## src/rtl/exception_sequencer_if.sv

```systemverilog
// +----------------------------------------------------------------------------+
// | exception_sequencer_if                                                     |
// | Control-unit / memory / register-file side bus of the exception sequencer. |
// | Rev 1.0 - initial release                                                  |
// +----------------------------------------------------------------------------+
`default_nettype none

interface exception_sequencer_if #(
    parameter int N_CAUSES = 4,
    parameter int ADDR_W   = 32
);
    logic                exc_valid;
    logic [N_CAUSES-1:0] exc_cause;
    logic [ADDR_W-1:0]   pc_in;
    logic [7:0]          mem_rdata;
    logic                rte;
    logic                mem_rd;
    logic [ADDR_W-1:0]   mem_addr;
    logic                epc_we;
    logic [ADDR_W-1:0]   epc_out;
    logic                pc_we;
    logic [ADDR_W-1:0]   pc_out;
    logic                busy;
    logic                done;
    logic                exc_lost;
    logic [N_CAUSES-1:0] cause_o;

    modport master (
        output exc_valid, exc_cause, pc_in, mem_rdata, rte,
        input  mem_rd, mem_addr, epc_we, epc_out, pc_we, pc_out,
               busy, done, exc_lost, cause_o
    );

    modport slave (
        input  exc_valid, exc_cause, pc_in, mem_rdata, rte,
        output mem_rd, mem_addr, epc_we, epc_out, pc_we, pc_out,
               busy, done, exc_lost, cause_o
    );
endinterface

`default_nettype wire

```

## src/rtl/exception_sequencer.sv

```systemverilog
// +----------------------------------------------------------------------------+
// | exception_sequencer                                                        |
// | Prioritised multi-cycle exception entry: save EPC, fetch the handler byte  |
// | from the vector table, load PC. Optional cause register: EXC_CAUSE_REG_EN. |
// | Rev 1.0 - initial release                                                  |
// +----------------------------------------------------------------------------+
`default_nettype none

module exception_sequencer #(
    parameter int N_CAUSES  = 4,
    parameter int ADDR_W    = 32,
    parameter int VEC_BASE  = 253,
    parameter int PC_OFFSET = 4,
    parameter int MEM_LAT   = 1
) (
    input  wire logic               clk,
    input  wire logic               reset,
    exception_sequencer_if.slave    bus
);
    localparam int c_IDX_W = (N_CAUSES > 1) ? $clog2(N_CAUSES) : 1;
    localparam int c_CNT_W = (MEM_LAT > 1) ? $clog2(MEM_LAT) : 1;

    typedef enum logic [2:0] {
        S_IDLE = 3'd0,
        S_SAVE = 3'd1,
        S_RD   = 3'd2,
        S_WAIT = 3'd3,
        S_LOAD = 3'd4
    } state_t;

    state_t               r_state;
    state_t               w_next;
    logic [c_IDX_W-1:0]   r_idx;
    logic [c_IDX_W-1:0]   w_idx;
    logic [c_CNT_W-1:0]   r_cnt;
    logic [ADDR_W-1:0]    r_epc;
    logic [ADDR_W-1:0]    r_addr;
    logic [ADDR_W-1:0]    r_pc_out;
    logic                 r_lost;
    logic                 w_take;
    logic                 w_last_wait;

    assign w_take      = bus.exc_valid && (bus.exc_cause != '0);
    assign w_last_wait = (r_state == S_WAIT) && (r_cnt == '0);

    // Lowest set bit wins: scan from the top so the last hit is the lowest index.
    always_comb begin
        w_idx = '0;
        for (int i = N_CAUSES - 1; i >= 0; i--) begin
            if (bus.exc_cause[i]) begin
                w_idx = c_IDX_W'(i);
            end
        end
    end

    always_comb begin
        w_next     = r_state;
        bus.epc_we = 1'b0;
        bus.mem_rd = 1'b0;
        bus.pc_we  = 1'b0;
        bus.done   = 1'b0;
        case (r_state)
            S_IDLE: begin
                if (w_take) begin
                    w_next = S_SAVE;
                end
            end
            S_SAVE: begin
                bus.epc_we = 1'b1;
                w_next     = S_RD;
            end
            S_RD: begin
                bus.mem_rd = 1'b1;
                w_next     = S_WAIT;
            end
            S_WAIT: begin
                if (r_cnt == '0) begin
                    w_next = S_LOAD;
                end
            end
            S_LOAD: begin
                bus.pc_we = 1'b1;
                bus.done  = 1'b1;
                w_next    = S_IDLE;
            end
            default: w_next = S_IDLE;
        endcase
    end

    always_ff @(posedge clk) begin
        if (reset) begin
            r_state  <= S_IDLE;
            r_idx    <= '0;
            r_cnt    <= '0;
            r_epc    <= '0;
            r_addr   <= '0;
            r_pc_out <= '0;
            r_lost   <= 1'b0;
        end else begin
            r_state <= w_next;
            // EPC is formed at accept so epc_out is already valid in the SAVE cycle.
            if (r_state == S_IDLE && w_take) begin
                r_idx <= w_idx;
                r_epc <= bus.pc_in - ADDR_W'(PC_OFFSET);
            end
            if (r_state == S_SAVE) begin
                r_addr <= ADDR_W'(VEC_BASE) + ADDR_W'(r_idx);
            end
            if (r_state == S_RD) begin
                r_cnt <= c_CNT_W'(MEM_LAT - 1);
            end else if (r_state == S_WAIT && r_cnt != '0) begin
                r_cnt <= r_cnt - c_CNT_W'(1);
            end
            if (w_last_wait) begin
                r_pc_out <= ADDR_W'(bus.mem_rdata);
            end
            if (r_state != S_IDLE && w_take) begin
                r_lost <= 1'b1;
            end
        end
    end

    assign bus.busy     = (r_state != S_IDLE);
    assign bus.epc_out  = r_epc;
    assign bus.mem_addr = r_addr;
    assign bus.pc_out   = r_pc_out;
    assign bus.exc_lost = r_lost;

`ifdef EXC_CAUSE_REG_EN
    logic [N_CAUSES-1:0] r_cause;

    // SAVE has priority over rte; rte is only honoured while idle.
    always_ff @(posedge clk) begin
        if (reset) begin
            r_cause <= '0;
        end else if (r_state == S_SAVE) begin
            r_cause <= N_CAUSES'(1) << r_idx;
        end else if (r_state == S_IDLE && bus.rte) begin
            r_cause <= '0;
        end
    end

    assign bus.cause_o = r_cause;
`else
    logic w_unused_rte;

    assign w_unused_rte = bus.rte;
    assign bus.cause_o  = '0;
`endif

endmodule

`default_nettype wire

```

## src/flat_wrapper.sv

```systemverilog
// flat-port wrapper written by rule: the top's interface ports become plain ports
module exception_sequencer_flat 
#(
    parameter int N_CAUSES  = 4,
    parameter int ADDR_W    = 32,
    parameter int VEC_BASE  = 253,
    parameter int PC_OFFSET = 4,
    parameter int MEM_LAT   = 1
)
  (clk, reset, bus_exc_valid, bus_exc_cause, bus_pc_in, bus_mem_rdata, bus_rte, bus_mem_rd, bus_mem_addr, bus_epc_we, bus_epc_out, bus_pc_we, bus_pc_out, bus_busy, bus_done, bus_exc_lost, bus_cause_o);
  exception_sequencer_if #(.N_CAUSES(N_CAUSES), .ADDR_W(ADDR_W)) bus_i ();
  input  wire logic clk;
  input  wire logic reset;
  input wire logic [$bits(bus_i.exc_valid)-1:0] bus_exc_valid;
  input wire logic [$bits(bus_i.exc_cause)-1:0] bus_exc_cause;
  input wire logic [$bits(bus_i.pc_in)-1:0] bus_pc_in;
  input wire logic [$bits(bus_i.mem_rdata)-1:0] bus_mem_rdata;
  input wire logic [$bits(bus_i.rte)-1:0] bus_rte;
  output wire logic [$bits(bus_i.mem_rd)-1:0] bus_mem_rd;
  output wire logic [$bits(bus_i.mem_addr)-1:0] bus_mem_addr;
  output wire logic [$bits(bus_i.epc_we)-1:0] bus_epc_we;
  output wire logic [$bits(bus_i.epc_out)-1:0] bus_epc_out;
  output wire logic [$bits(bus_i.pc_we)-1:0] bus_pc_we;
  output wire logic [$bits(bus_i.pc_out)-1:0] bus_pc_out;
  output wire logic [$bits(bus_i.busy)-1:0] bus_busy;
  output wire logic [$bits(bus_i.done)-1:0] bus_done;
  output wire logic [$bits(bus_i.exc_lost)-1:0] bus_exc_lost;
  output wire logic [$bits(bus_i.cause_o)-1:0] bus_cause_o;
  assign bus_i.exc_valid = bus_exc_valid;
  assign bus_i.exc_cause = bus_exc_cause;
  assign bus_i.pc_in = bus_pc_in;
  assign bus_i.mem_rdata = bus_mem_rdata;
  assign bus_i.rte = bus_rte;
  assign bus_mem_rd = bus_i.mem_rd;
  assign bus_mem_addr = bus_i.mem_addr;
  assign bus_epc_we = bus_i.epc_we;
  assign bus_epc_out = bus_i.epc_out;
  assign bus_pc_we = bus_i.pc_we;
  assign bus_pc_out = bus_i.pc_out;
  assign bus_busy = bus_i.busy;
  assign bus_done = bus_i.done;
  assign bus_exc_lost = bus_i.exc_lost;
  assign bus_cause_o = bus_i.cause_o;
  exception_sequencer #(.N_CAUSES(N_CAUSES), .ADDR_W(ADDR_W), .VEC_BASE(VEC_BASE), .PC_OFFSET(PC_OFFSET), .MEM_LAT(MEM_LAT)) u_core (.clk(clk), .reset(reset), .bus(bus_i));
endmodule
```

## config.mk

```make
export PLATFORM = sky130hd
export DESIGN_NAME = exception_sequencer_flat
export DESIGN_NICKNAME = d
export VERILOG_FILES = /design/src/rtl/exception_sequencer_if.sv /design/src/rtl/exception_sequencer.sv /design/src/flat_wrapper.sv
export SDC_FILE = /design/constraint.sdc
export NUM_CORES = 1
export LEC_CHECK = 0
export CORE_MARGIN = 2
export CORE_UTILIZATION = 30
export CTS_CLUSTER_SIZE = 20
export DETAILED_ROUTE_END_ITERATION = 10
export GPL_TIMING_DRIVEN = 1
export HOLD_SLACK_MARGIN = 0.02
export PLACE_DENSITY = 0.72
export SLEW_MARGIN = 20
export SYNTH_ARGS = -nofsm -noshare
export SYNTH_HDL_FRONTEND = slang
export SYNTH_SLANG_ARGS = --single-unit
```

## constraint.sdc

```tcl
create_clock -name clk -period 2.77 [get_ports clk]
set_clock_uncertainty 0.05 [all_clocks]
set_input_delay 0.6925 -clock clk [delete_from_list [all_inputs] [get_ports clk]]
set_output_delay 0.6925 -clock clk [all_outputs]
set_load 0.02 [all_outputs]
```

=== Yosys cells after proc, flatten, opt, wreduce, memory -nomap -nowiden ===
Index checks and enable logic that the tools add are counted.

* Bits in registers: 79
* Latch bits: 0
* RAM bits: 0
* Memory bits (read-only): 0
* Input port bits: 48
* Word-level logic and storage cells: 37
* Memories kept: 0

* Add/subtract/negate cells: 3
* Multipliers: 0
* Div/mod/pow operators: 0
* $lt $le $gt $ge: 0
* Eq/ne operators: 6
* Shifts and indexed selects: 0
* Muxes and demuxes: 10
* Bitwise gates (word level): 1
* Reductions and logical operators: 10

{| class="wikitable"
|+ Operators with widths
! operator !! count
|-
| 32-bit by 3-bit subtractor with 32-bit output (second input constant) || 1
|-
| 3-bit one-hot mux with 4 select lines || 1
|-
| 8-bit by 2-bit adder with 9-bit output (first input constant) || 1
|-
| 2-bit two-way mux || 4
|-
| 3-bit by 2-bit == test with 1-bit output (second input constant) || 2
|-
| 3-bit two-way mux || 2
|-
| 1-bit logical AND || 5
|-
| 4-bit nonzero test || 1
|-
| 3-bit by 1-bit == test with 1-bit output (second input constant) || 1
|-
| 3-bit == test (second input constant) || 1
|-
| 3-bit zero test || 1
|-
| 1-bit two-way mux || 3
|-
| 3-bit nonzero test || 1
|-
| 2-bit by 1-bit != test with 1-bit output (second input constant) || 1
|-
| 2-bit != test (second input constant) || 1
|-
| 2-bit AND reduction || 1
|-
| 2-bit OR reduction || 1
|-
| 1-bit inverter || 1
|-
| 1-bit subtractor (second input constant) || 1
|}

=== Depth between registers and ports, before layout ===
Gate-level depths: netlist of the first run.

* Depth in word-level cells: 4
* Depth in mapped cells: 7
* Depth with buffers taken out: 7

=== Worst setup path after synthesis of the first run ===
OpenSTA, ideal clock, no wires.

* Path kind: input -> register
* Start: input port bus_pc_in[17]
* End: register u_core.r_epc[22] (netlist: u_core.bus.epc_out[22])
* Data arrival time: 2.034 ns
* Data required time: 2.584 ns
* Slack: 0.550 ns
* Cell stages on the path: 6
* Path buffers: 1
* Cell sequence: or4_4 > or2_1 > buf_6 > nor4b_4 > xnor2_1 > a211oi_2

* Word-level cells in the longest chain between the ends: 1

{| class="wikitable"
|+ RTL lines
! item !! RTL line !! text
|-
| from (decl) || flat_wrapper.sv:16 || <nowiki>input wire logic [$bits(bus_i.pc_in)-1:0] bus_pc_in;</nowiki>
|-
| 32-bit by 3-bit subtractor with 32-bit output || exception_sequencer.sv:104 || <nowiki>r_epc <= bus.pc_in - ADDR_W'(PC_OFFSET);</nowiki>
|-
| to (signal assigned) || exception_sequencer.sv:104 ||
|-
| to (decl) || exception_sequencer.sv:36 || <nowiki>logic [ADDR_W-1:0] r_epc;</nowiki>
|}

Every way passes these cells.
A chain may end at the register's enable or synchronous reset.

=== Worst setup path in the final report of the first run ===
* Start: input port bus_pc_in[17]
* End: register u_core.r_epc[24] (netlist: u_core.bus.epc_out[24])

Same word-level chain as after synthesis.

==> qor.csv, run 1 <==
stage,metric,value,unit
outcome,status,finished clean,
synthesis,ys_types,41,
timing,finalCritPeriodShare,0.917,
clocking,cts.sinks,51,
clocking,postCtsSetupBuffers,0,
finish,final_core_utilization,0.434,
timing,final_max_slew_viol_count,0,
floorplanning,num_rows,35,
placed_design,portBuffers,101,
clocking,cts.hold.buffers_added,0,
grt,grtUsageMet1,0.164,
timing,max_freq,394,MHz
grt,grt-busiest-layer,met2,
finish,syn_to_final_growth,40.0,%
power,power.leakage,1.47,nW
critical_path,setup.worst_path.start,bus_pc_in[17],
grt,grt_pass1_wl,11500,um
drt,routed_wl,7280,um
placed_design,place_hpwl,5730,um
clocking,htree_levels,2,
finish,finalNetCount,502,
timing,timing.final.ws_setup,0.230,ns
synthesis,yosysSeqAreaShare,0.356,
drt,viasPerCell,4.43,
synthesis,synth_area,2860,sq um
synthesis,synth-edff-count,0,
critical_path,cp-end-kind,flop,
floorplanning,die_area,10300,sq um
timing,slew_headroom,0.337,
timing,worst-slew-pin-transition,0.995,ns
synthesis,syn_inst,345,
grt,gr-total-overflow,0,
synthesis,ys_seq_elements,51,
floorplanning,die_h,102,um
synthesis,synth-main-ff-cell,dfxtp_1,
critical_path,r2r_end,u_core.bus.epc_out[8],
grt,grt_max_degree,52,
clocking,cts_max_path_buffers,2,
synthesis,synth_async_sr_flop_share,0,
placed_design,place_ws,-0.0934,ns
clocking,root_buffer,clkbuf_8,
timing,finalSetupViolations,0,
min_path,hp-start,u_core.bus.epc_out[1],
grt,grt_pass1_vias,2395,
min_path,hold_path.class,flop to flop,
drt,remaining_drc_errors,0,
critical_path,reg2reg_from,u_core.r_state[0],
timing,rsz0062_at_grt,no,
placed_design,routabilityCongestion,0.894,
clocking,insertion_delay,0.29,ns
clocking,clk_pin_slew,0.09,ns
timing,finalWorstPathRequiredPeriod,2.54,ns
flow_run,maxCapViolations,0,
drt,wl_per_cell,12.5,um
critical_path,cp_max_fo,7,
floorplanning,num_io_pins,154,
clocking,cts_tree,built,
grt,gr-usage-met3,0.0380,
floorplanning,die_w,102,um
drt,drt_iter0_markers,68,
clocking,cts_resized,0,
synthesis,yosysTopAreaCell,dfxtp_1,
power,pwr_density_cell,471,nW/um^2
drt,vias,2580,
critical_path,path_class,primary input to flop,
floorplanning,start_util,0.310,
synthesis,synth_top_area_frac,0.356,
floorplanning,core_area,9240,sq um
synthesis,ys_top_cells_by_area,"dfxtp_1 36%, buf_4 15%, nor2_1 6.9%, a211oi_1 6.0%, xnor2_1 4.9%",
grt,gr-usage-all-layers,0.140,
critical_path,critPathArrivalTime,2.64,ns
grt,grt_util_met2,0.255,
grt,antenna_found_initial,0,
clocking,cts_made_buffers,5,
critical_path,r2r_cells,5,
synthesis,avgSynthCellArea,8.30,sq um
drt,dr.pass1.iters,4,
power,ir_worst_vdd,0.205,mV
finish,layout-drive-gt1-share,0.0993,
min_path,holdPathStages,2,
drt,ant_nets,0,
min_path,whs_endpoint,u_core.bus.epc_out[1],
critical_path,startpoint_type,primary input,
critical_path,reg2reg_slack,1.02,ns
timing,hold_violations,0,
critical_path,critPathRequiredTime,2.87,ns
finish,fillCellCount,915,
finish,antenna_cells,0,
synthesis,yosys_warnings,0,
cell usage in the layout (no fill, tap or decap), types with 2 or more instances in the layout:
| master | netlist | final |
|---|---|---|
| nand2_1 | 31 | 31 |
| and2_1 | 2 | 2 |
| nor3_2 | 3 | 3 |
| or3_1 | 3 | 3 |
| nor2_1 | 53 | 53 |
| nor4_2 | 2 | 2 |
| nor4_1 | 4 | 4 |
| nor3_1 | 13 | 13 |
| clkbuf_8 | 0 | 7 |
| a211oi_2 | 3 | 3 |
| a21oi_1 | 19 | 19 |
| nand3_1 | 2 | 2 |
| nand2b_1 | 3 | 3 |
| conb_1 | 1 | 51 |
| xor2_1 | 7 | 7 |
| a311oi_1 | 4 | 4 |
| nor2b_1 | 4 | 3 |
| nand4_1 | 4 | 4 |
| xnor2_1 | 16 | 16 |
| dfxtp_1 | 51 | 51 |
| inv_1 | 4 | 4 |
| a211oi_1 | 23 | 23 |
| ha_1 | 2 | 2 |
| buf_4 | 57 | 21 |
| clkdlybuf4s50_1 | 0 | 100 |
| o21ai_0 | 3 | 3 |
cells by family after synthesis:
| family | count (synthesis) | synth area share |
|---|---|---|
| simple gates | 136 | 0.251 |
| buf+inv | 77 | 0.178 |
| compound gates | 55 | 0.134 |
| flops | 51 | 0.356 |
| xor+xnor | 23 | 0.0703 |
| fa+ha+maj | 2 | 0.00874 |
| other cells | 1 | 0.00131 |
per-layer routing:
layer,up-vias,wire length (um)
li1,1285,-
met1,1168,2940
met2,121,3560
met3,6,716
met4,0,55
met5,-,0
how the worst max path moves through the flow:
stage                              to  slack (ns)  depth (start not counted)
5_1_grt        u_core.bus.epc_out[24]        0.07                          9
2_1_floorplan  u_core.bus.epc_out[22]        0.55                          6
4_1_cts        u_core.bus.epc_out[24]        0.25                          9
6_report       u_core.bus.epc_out[24]        0.23                          6
3_3_place_gp   u_core.bus.epc_out[24]       -0.04                          9
3_5_place_dp   u_core.bus.epc_out[24]       -0.09                          6
sequential cells by signal, summed over array words and instances, names as in the netlist:
signal,cells
u_core.bus.epc_out,32
u_core.bus.exc_lost,1
u_core.bus.mem_addr,4
u_core.bus.pc_out,8
u_core.r_cnt,1
u_core.r_idx,2
u_core.r_state,3
metrics by stage:
| step | setup TNS (ns) | cell area [sq um] | hold slack (ns) | power, mW | cells |
|---|---|---|---|---|---|
| after floorplan | 0 | 3050 | 0.411 | 1.22 | 395 |
| after global placement | -0.0750 | 3910 | 0.393 | 1.43 | 574 |
| after detailed placement | -0.266 | 3910 | 0.398 | 1.44 | 574 |
| after CTS | 0 | 4010 | 0.411 | 1.92 | 582 |
| after global routing | 0 | 4010 | 0.438 | 2.00 | 582 |
| final | 0 | 4010 | 0.406 | 1.89 | 582 |
synthesized netlist by cell type, types with 3 or more instances:
master and count:
xor2_1 7, clkbuf_1 15, nor2_1 53, or3_1 3, nor3_1 13, nand4_1 4, a311oi_1 4, nor3_2 3
inv_1 4, nor4_1 4, buf_4 57, nand2b_1 3, xnor2_1 16, a211oi_1 23, a21oi_1 19, a211oi_2 3
nand2_1 31, dfxtp_1 51, nor2b_1 4, o21ai_0 3
critical path, cell delays in order:
cell and delay [ns]:
clkdlybuf4s50_1 0.43, or4_4 0.57, or2_1 0.39, nor4_4 0.29, xnor2_1 0.17, a211oi_2 0.09
where the power goes:
group	total, mW	switching (mW)	internal [mW]	leakage, nW
sequential	0.831	0.0362	0.795	0.419
clock	0.466	0.238	0.229	0.0515
combinational	0.590	0.329	0.260	1.00
total	1.89	0.603	1.28	1.47
area by class of cell:
cell class | instances | area, sq um | share of cell area
tap | 129 | 161 | 0.0403
clock buffer | 8 | 100 | 0.0250
sequential | 51 | 1020 | 0.255
inverter | 4 | 15.0 | 0.00375
multi-input combinational | 267 | 1530 | 0.381
timing repair buffer | 123 | 1180 | 0.295
(Power assumes the default switching activity.)
==> run 2, diff against run 1 <==
- CORE_UTILIZATION: 30 -> 39
- PLACE_DENSITY: 0.72 -> 0.88
==> run 2 against run 1 <==
Via count increased by 1.7%. Global-route usage increased by 3.8 points. Final area about the same. Sequential share of layout area about the same. Sequential power about the same. Fmax increased by 1.5%. Worst hold slack improved by 0.0033 ns. Cell count decreased by 4.1%. Setup slack improved by 0.038 ns. Highest routed layer unchanged.
==> qor.csv, run 2 (synthesized netlist as in run 1, its figures left out) <==
stage,metric,value,unit,change
timing,worst-slew-pin-transition,0.772,ns,-0.223 ns
finish,finalNetCount,508,,+1.2%
timing,hold_violations,0,,unchanged
critical_path,cp-end-kind,output pin,,
power,pwr_density_cell,465,nW/um^2,-1.3%
finish,antenna_cells,0,,unchanged
clocking,cts.sinks,51,,unchanged
clocking,cts_tree,built,,
finish,final_cell_count_no_fill,558,,-4.1%
floorplanning,die_h,89.7,um,-12%
clocking,cts_max_path_buffers,2,,unchanged
timing,finalWorstPathRequiredPeriod,2.50,ns,-0.0375 ns
critical_path,startpoint_type,flop,,
timing,final_max_slew_viol_count,0,,unchanged
critical_path,cp_max_fo,7,,unchanged
finish,syn_to_final_growth,39.8,%,about the same
power,internal-power,1.24,mW,-3.6%
placed_design,place_ws,-0.0301,ns,+0.0633 ns
placed_design,portBuffers,101,,unchanged
critical_path,path_class,flop to output pin,,
drt,wl_per_cell,13.0,um,+4.0%
floorplanning,die_area,8050,sq um,-22%
clocking,postCtsSetupBuffers,0,,unchanged
grt,gr-usage-all-layers,0.178,,+0.0382
grt,grt_pass1_wl,11200,um,-2.7%
timing,whs,0.409,ns,+0.00326 ns
clocking,root_buffer,clkbuf_8,,
placed_design,placed_cells,550,,-4.2%
clocking,cts.hold.buffers_added,0,,unchanged
clocking,clk_pin_slew,0.10,ns,about the same
grt,grt_pass1_vias,2474,,+3.3%
power,ir_worst_vdd,0.198,mV,-3.6%
placed_design,routabilityCongestion,0.828,,-7.3%
power,p_clk_frac,0.233,,-0.014
timing,finalCritPeriodShare,0.904,,-0.0135
floorplanning,start_util,0.399,,+0.0892
drt,drt_iter0_markers,63,,-7.4%
drt,viasPerCell,4.70,,+6.1%
clocking,cts_made_buffers,5,,unchanged
critical_path,critPathArrivalTime,1.76,ns,-0.88 ns
power,power.leakage,1.49,nW,+1.2%
power,p_seq_frac,0.446,,+0.006
clocking,cts_resized,0,,unchanged
grt,antenna_found_initial,0,,unchanged
grt,gr-total-overflow,0,,unchanged
outcome,status,finished clean,,
finish,largest_register_ffs,32,,unchanged
placed_design,place_area,3920,sq um,+0.19%
placed_design,place_hpwl,5840,um,+1.9%
timing,slew_headroom,0.484,,+0.148
drt,vias,2625,,+1.7%
timing,finalSetupViolations,0,,unchanged
floorplanning,core_area,7180,sq um,-22%
grt,grt_max_degree,35,,-33%
drt,routed_wl,7250,um,-0.30%
power,p_sw,0.624,mW,+3.4%
finish,fillCellCount,656,,-28%
drt,ant_nets,0,,unchanged
critical_path,crit_chain,nor2b_1 > nor2b_1 > clkdlybuf4s50_1,,
timing,rsz0062_at_grt,no,,
finish,layout_common_cells,"100 x clkdlybuf4s50_1, 53 x nor2_1, 51 x conb_1, 51 x dfxtp_1, 31 x nand2_1",,
drt,dr.pass1.iters,4,,unchanged
critical_path,slowest_stage,clkdlybuf4s50_1,,
floorplanning,num_io_pins,154,,unchanged
timing,max_freq,400,MHz,+1.5%
finish,final_area,4010,sq um,about the same
flow_run,maxCapViolations,0,,unchanged
drt,remaining_drc_errors,0,,unchanged
finish,layout_commonest_cell,clkdlybuf4s50_1,,
finish,layout-drive-gt1-share,0.113,,+0.0140
timing,timing.final.ws_setup,0.267,ns,+0.0375 ns
floorplanning,num_rows,31,,-11%
critical_path,cpPeakStageDelay,0.62,ns,+0.05 ns
clocking,insertion_delay,0.30,ns,about the same
critical_path,crit_top_cell,nor2b_1,,
power,combPwrFrac,0.321,,+0.009
clocking,htree_levels,2,,unchanged
critical_path,critPathRequiredTime,2.03,ns,-0.84 ns
floorplanning,die_w,89.7,um,-12%
min_path,hold_path.class,flop to flop,,
power,switching_share,0.335,,+0.0155
run 2: cell count changes in the layout (fill, tap and decap cells not counted):
cell / before / now
clkbuf_8: 7 / 5
clkinvlp_4: 0 / 2
buf_4: 21 / 27
clkbuf_1: 1 / 0
clkinv_2: 0 / 1
run 2: power by group through the flow:
stage	combinational [mW]	sequential [mW]	clock, mW
after floorplan	0.307	0.913	0
after global placement	0.587	0.845	0
after detailed placement	0.600	0.848	0
after CTS	0.601	0.831	0.451
after global routing	0.651	0.839	0.474
final	0.598	0.830	0.433
run 2: cell type report:
class                           instances  area, sq um  share of cell area
Clock buffer                            5         68.8              0.0172
Clock inverter                          3         20.0             0.00500
Inverter                                4         15.0             0.00375
Multi-Input combinational cell        267         1530               0.381
Sequential cell                        51         1020               0.255
Tap cell                               99          124              0.0309
Timing Repair Buffer                  129         1230               0.307
run 2: path summary, 6_finish.rpt:
| kind | slack, ns | cells past startpoint | endpoint | from |
|---|---|---|---|---|
| hold reg to reg | 0.41 | 2 | u_core.bus.pc_out[1] | u_core.bus.pc_out[1] |
| setup / recovery | 0.27 | 3 | bus_mem_rd | u_core.r_state[1] |
| setup reg to reg | 0.61 | 5 | u_core.bus.epc_out[14] | u_core.r_state[0] |
| hold / removal | 0.41 | 2 | u_core.bus.pc_out[1] | u_core.bus.pc_out[1] |
run 2: worst max-delay path: cells and delay by family, from the launching register on:
family | cells | cell delay (ns)
buffers and inverters | 1 | 0.62
DFF | 1 | 0.42
and+or+nand+nor | 2 | 0.42
run 2: through the flow:
| stage | setup TNS, ns | total power [mW] | util |
|---|---|---|---|
| detailed placement | -0.0694 | 1.45 | 0.546 |
| finish | 0 | 1.86 | 0.558 |
| global placement | 0 | 1.43 | 0.546 |
| floorplan | 0 | 1.22 | - |
| global route | 0 | 1.96 | 0.558 |
| CTS | 0 | 1.88 | 0.558 |
run 2: layer usage:
metal / vias to the layer above / global-route usage / wire length [um]
met5: - / 0 / 0
met4: 0 / 0.0597 / 120
met3: 16 / 0.0448 / 654
met2: 127 / 0.325 / 3750
met1: 1178 / 0.201 / 2730
li1: 1304 / - / -
==> patch 1: new RTL, config.mk and constraints of run 2 <==
Re-encode `state_t` (5 states) as one-hot, 5 bits wide.
--- a/src/rtl/exception_sequencer.sv
+++ b/src/rtl/exception_sequencer.sv
@@ -21,10 +21,10 @@
     localparam int c_CNT_W = (MEM_LAT > 1) ? $clog2(MEM_LAT) : 1;
 
-    typedef enum logic [2:0] {
-        S_IDLE = 3'd0,
-        S_SAVE = 3'd1,
-        S_RD   = 3'd2,
-        S_WAIT = 3'd3,
-        S_LOAD = 3'd4
+    typedef enum logic [4:0] {
+        S_IDLE = 5'b00001,
+        S_SAVE = 5'b00010,
+        S_RD   = 5'b00100,
+        S_WAIT = 5'b01000,
+        S_LOAD = 5'b10000
     } state_t;
 
Behaviour: same outputs for any inputs over 10 cycles, from zero or initial values and one cycle with reset high; not proved beyond that.
==> patch 1 against run 2 <==
Final area increased by 3.0%; fmax decreased by 3.9%; combinational power decreased by 15%; final cell count increased by 1.6%; total power decreased by 4.3%; synthesized area increased by 5.1%; setup slack got worse by 0.10 ns; critical path depth increased by 1; wire length increased by 1.6%; register-to-register slack improved by 0.26 ns; core utilization decreased by 1.6 points; critical endpoint is now bus_epc_we; sequential cell count increased by 2.
==> patch 1: results (changes against run 2) <==
via density per instance 4.86 (+3.3%); top cells by count, synth sky130_fd_sc_hd__buf_4, sky130_fd_sc_hd__dfxtp_1, sky130_fd_sc_hd__nor2_1; number of unique standard cell types used by synthesis 43 (+4.9%); maximum number of pins on one net before global-route repair 43 (+23%); number of cells after detailed placement 560 (+1.8%); number of gates given a new drive strength after cts 0 (unchanged); worst path arrival time 1.86 ns (+0.10 ns); Slowest cell on crit path sky130_fd_sc_hd__clkdlybuf4s50_1; number of antenna violations at the first check in global routing 0 (unchanged); H-tree depth 2 (unchanged); Iter 0 DRT Violations 54 (-14%); maximum vdd ir drop 0.000219 V (+11%); mean routed wirelength per cell 13.0 um (about the same); Worst Setup Slack post-DPL -0.0828 ns (-0.0527 ns); global-route wire length before repair 11800 um (+5.7%); worst stage delay on the critical path 0.60 ns (-0.02 ns); number of remaining DRC errors 0 (unchanged); hold slack final 0.408 ns (-0.00161 ns); setup bufs post-CTS 0 (unchanged); hold crit path type reg2reg; non-filler cells, final 567 (+1.6%); via count of the first global-routing pass 2525 (+2.1%); leading cell types by total area after synthesis sky130_fd_sc_hd__dfxtp_1, sky130_fd_sc_hd__buf_4, sky130_fd_sc_hd__nor2_1; Worst-Skew Late Latency 0.29 ns; DR pass1 iterations 4 (unchanged); top cell type's share of synthesized area 0.352 (-0.00404); number of flip-flops in the largest register 32 (unchanged); Clock Pin Slew Worst Setup and Hold Paths 0.08 ns (-0.02 ns); Port Buffer Count 101 (unchanged); CTS buffer count 5 (unchanged); number of fill cells 707 (+7.8%); slack of the critical path 0.165 ns (-0.102 ns); yosys synthesis warning count 0 (unchanged); largest driver fanout on the critical path 9 (+2); HPWL after DPL 5820 um (-0.33%); standby leakage power 1.62 nW (+8.7%); routability-driven placement congestion ratio 0.820 (-1.0%); Slew @ Worst Pin 0.620 ns (-0.152 ns); clock root cell sky130_fd_sc_hd__clkbuf_8; setup slack of the worst register-to-register path 0.87 ns (+0.26 ns); Antenna Cells 0 (unchanged); overall routing resource usage 0.169 (-0.00842); nets 515 (+1.4%); status complete, no violations; sequential area share after synthesis 0.352 (-0.00404); maximum buffer depth of the clock tree 2 (unchanged); ratio of cells with drive above 1 in the final layout 0.112 (-0.00146); synthesized netlist cell count 348 (+0.87%); Async SR Flop Fraction 0 (unchanged)
-- patch 1: cell types whose count changed in the layout (fill, tap and decap cells not counted), sizes merged, moves of 4 or more --
cell | run 2 | this run
xnor2 | 16 | 2
o31ai | 1 | 6
a21oi | 19 | 8
nor3 | 16 | 5
or2 | 1 | 6
buf | 29 | 33
mux2i | 0 | 10
or3 | 3 | 12
or4 | 2 | 8
a211oi | 26 | 16
nand2 | 31 | 16
a311oi | 4 | 15
nand3 | 2 | 6
-- patch 1: layer usage --
layer / GRT usage / vias up / share of wire
li1: - / 1373 / -
met1: 0.205 / 1256 / 0.43
met2: 0.311 / 122 / 0.49
met3: 0.0345 / 5 / 0.071
met4: 0.0336 / 0 / 0.0052
met5: 0 / - / 0
-- patch 1: power by group --
part	switching [mW]	total, mW	internal [mW]
combinational	0.286	0.509	0.223
clock	0.230	0.429	0.199
sequential	0.0306	0.844	0.813
-- patch 1: kinds of logic after synthesis --
| logic type | share of synthesized area |
|---|---|
| AOI/OAI and AO/OA | 0.135 |
| xor gates and xnor gates | 0.0320 |
| adders and majority gates | 0.00831 |
| buffers and inverters | 0.183 |
| DFF | 0.352 |
| muxes | 0.0333 |
| other | 0.00125 |
| and+or+nand+nor | 0.254 |
-- patch 1: path summary, 6_finish.rpt --
check	end	start	cells after the start
worst min register to register	u_core.bus.mem_addr[0]	u_core.bus.mem_addr[0]	2
worst max-delay path	bus_epc_we	u_core.r_state[0]	4
worst min-delay path	u_core.bus.mem_addr[0]	u_core.bus.mem_addr[0]	2
worst max register to register	u_core.bus.pc_out[5]	u_core.r_state[0]	4
-- patch 1: cell type report --
| class | instances | area [um2] | area share |
|---|---|---|---|
| multi-input combinational | 267 | 1590 | 0.384 |
| timing repair buffer | 133 | 1250 | 0.302 |
| sequential | 53 | 1060 | 0.257 |
| tap | 102 | 128 | 0.0309 |
| clock buffer | 7 | 86.3 | 0.0209 |
| inverter | 5 | 18.8 | 0.00455 |
-- patch 1: worst max-delay path, delay by kind of cell, from the launching register on --
family,cells,cell delay (ns)
buffers and inverters,2,0.70
AND/OR/NAND/NOR,2,0.53
flip-flops,1,0.34
-- patch 1: through the flow --
step                      TNS [ns]  cell area (um2)  power (mW)
after floorplan                  0             3200        1.19
after global placement    -0.00646             4040        1.36
after detailed placement    -0.245             4040        1.37
after CTS                        0             4130        1.80
after global routing             0             4130        1.87
final                            0             4130        1.78
==> patch 2: new RTL, settings of run 2 <==
Without the edit above. The option `EXC_CAUSE_REG_EN` is turned on by a define.
--- a/src/rtl/exception_sequencer.sv
+++ b/src/rtl/exception_sequencer.sv
@@ -6,4 +6,6 @@
 // +----------------------------------------------------------------------------+
 `default_nettype none
+
+`define EXC_CAUSE_REG_EN
 
 module exception_sequencer #(
Behaviour: not the same (Yosys sat finds a counterexample within 4 cycles, from zero or initial values and one cycle with reset high).
==> patch 2 against run 2 <==
Sequential cell count is 4 higher; non-clock buffer count increased by 9; wire length rose by 2.1%; global-route usage is 0.30 points lower; critical path type is now in2reg; largest cell class unchanged; setup slack got worse by 0.087 ns; die area grew 2.2%; final area rose by 3.8%; first-iteration DRC count grew 41%; total power rose by 7.3%; synthesized area grew 2.3%; critical path depth up 2; largest power group unchanged.
==> patch 2: results (changes against run 2) <==
Port Buffer Count 106 (+5.0%); Slowest cell on crit path sky130_fd_sc_hd__or4_4; end point of the critical path u_core.bus.epc_out[24]; wire length on met1 2990 um (+9.4%); global-route wire length before repair 12100 um (+8.4%); met3 Track Usage GR 0.0426 (-0.00222); number of fill cells 650 (-0.91%); critical hold path startpoint u_core.bus.epc_out[0]; worst stage delay on the critical path 0.58 ns (-0.04 ns); synthesized netlist cell count 356 (+3.2%); standby leakage power 1.55 nW (+4.2%); sequential area share after synthesis 0.376 (+0.0193); hold slack final 0.407 ns (-0.00261 ns); part of the total power dissipated in the clock network 0.254 (+0.021); worst reg2reg endpoint u_core.bus.epc_out[25]; routed wl met2 3880 um (+3.5%); Placement Cell Area 4060 um2 (+3.6%); proportion of power drawn by combinational gates 0.298 (-0.023); Endpoint, Worst Hold u_core.bus.epc_out[0]; top cells by count, synth sky130_fd_sc_hd__dfxtp_1, sky130_fd_sc_hd__buf_4, sky130_fd_sc_hd__nor2_1; setup slack of the worst register-to-register path 0.99 ns (+0.38 ns); met2 global-route usage 0.333 (+0.00847); nets 528 (+3.9%); non-filler cells, final 574 (+2.9%); HPWL after DPL 5750 um (-1.4%); overall routing resource usage 0.175 (-0.00295); Worst Setup Slack post-DPL -0.142 ns (-0.111 ns); Slew headroom 0.324 (-0.161); Critical Path Start bus_pc_in[20]; leading cell types by total area after synthesis sky130_fd_sc_hd__dfxtp_1, sky130_fd_sc_hd__buf_4, sky130_fd_sc_hd__nor2_1; met1 Usage GRT 0.193 (-0.00725); largest driver fanout on the critical path 6 (-1); Worst R2R Path Depth 6 (+1); Period Utilization, post-route 0.935 (+0.0315); routability-driven placement congestion ratio 0.809 (-2.3%); aggregate routed wire length 7410 um (+2.1%); Iter 0 DRT Violations 89 (+41%); ratio of cells with drive above 1 in the final layout 0.0968 (-0.0164); status complete, no violations
[patch 2: critical path: cells and delay by family]
kind | cells | cell delay (ns)
AND/OR/NAND/NOR | 3 | 1.33
AO/OA/AOI/OAI | 1 | 0.26
buffers and inverters | 1 | 0.45
[patch 2: what timing repair did]
action | CTS | global route
setup endpoints to repair | 1 | 0
gates resized for setup | 1 | 0
buffers inserted | 0 | 0
[patch 2: cell type report]
cell class                      instances  area, um2  area share
Multi-Input combinational cell        268       1500       0.360
Timing Repair Buffer                  138       1310       0.314
Clock inverter                          1       30.0     0.00722
Tap cell                               99        124      0.0298
Clock buffer                            6       72.6      0.0174
Sequential cell                        55       1100       0.265
Inverter                                7       26.3     0.00632
[patch 2: cell families (layout without fill, tap and decap cells)]
family	after synthesis	after routing	share of synthesized area
AOI/OAI and AO/OA	77	77	0.181
adders and majority gates	5	5	0.0213
other	1	47	0.00128
buffers and inverters	79	152	0.173
DFF	55	55	0.376
and+or+nand+nor	128	128	0.215
xor gates and xnor gates	11	11	0.0329
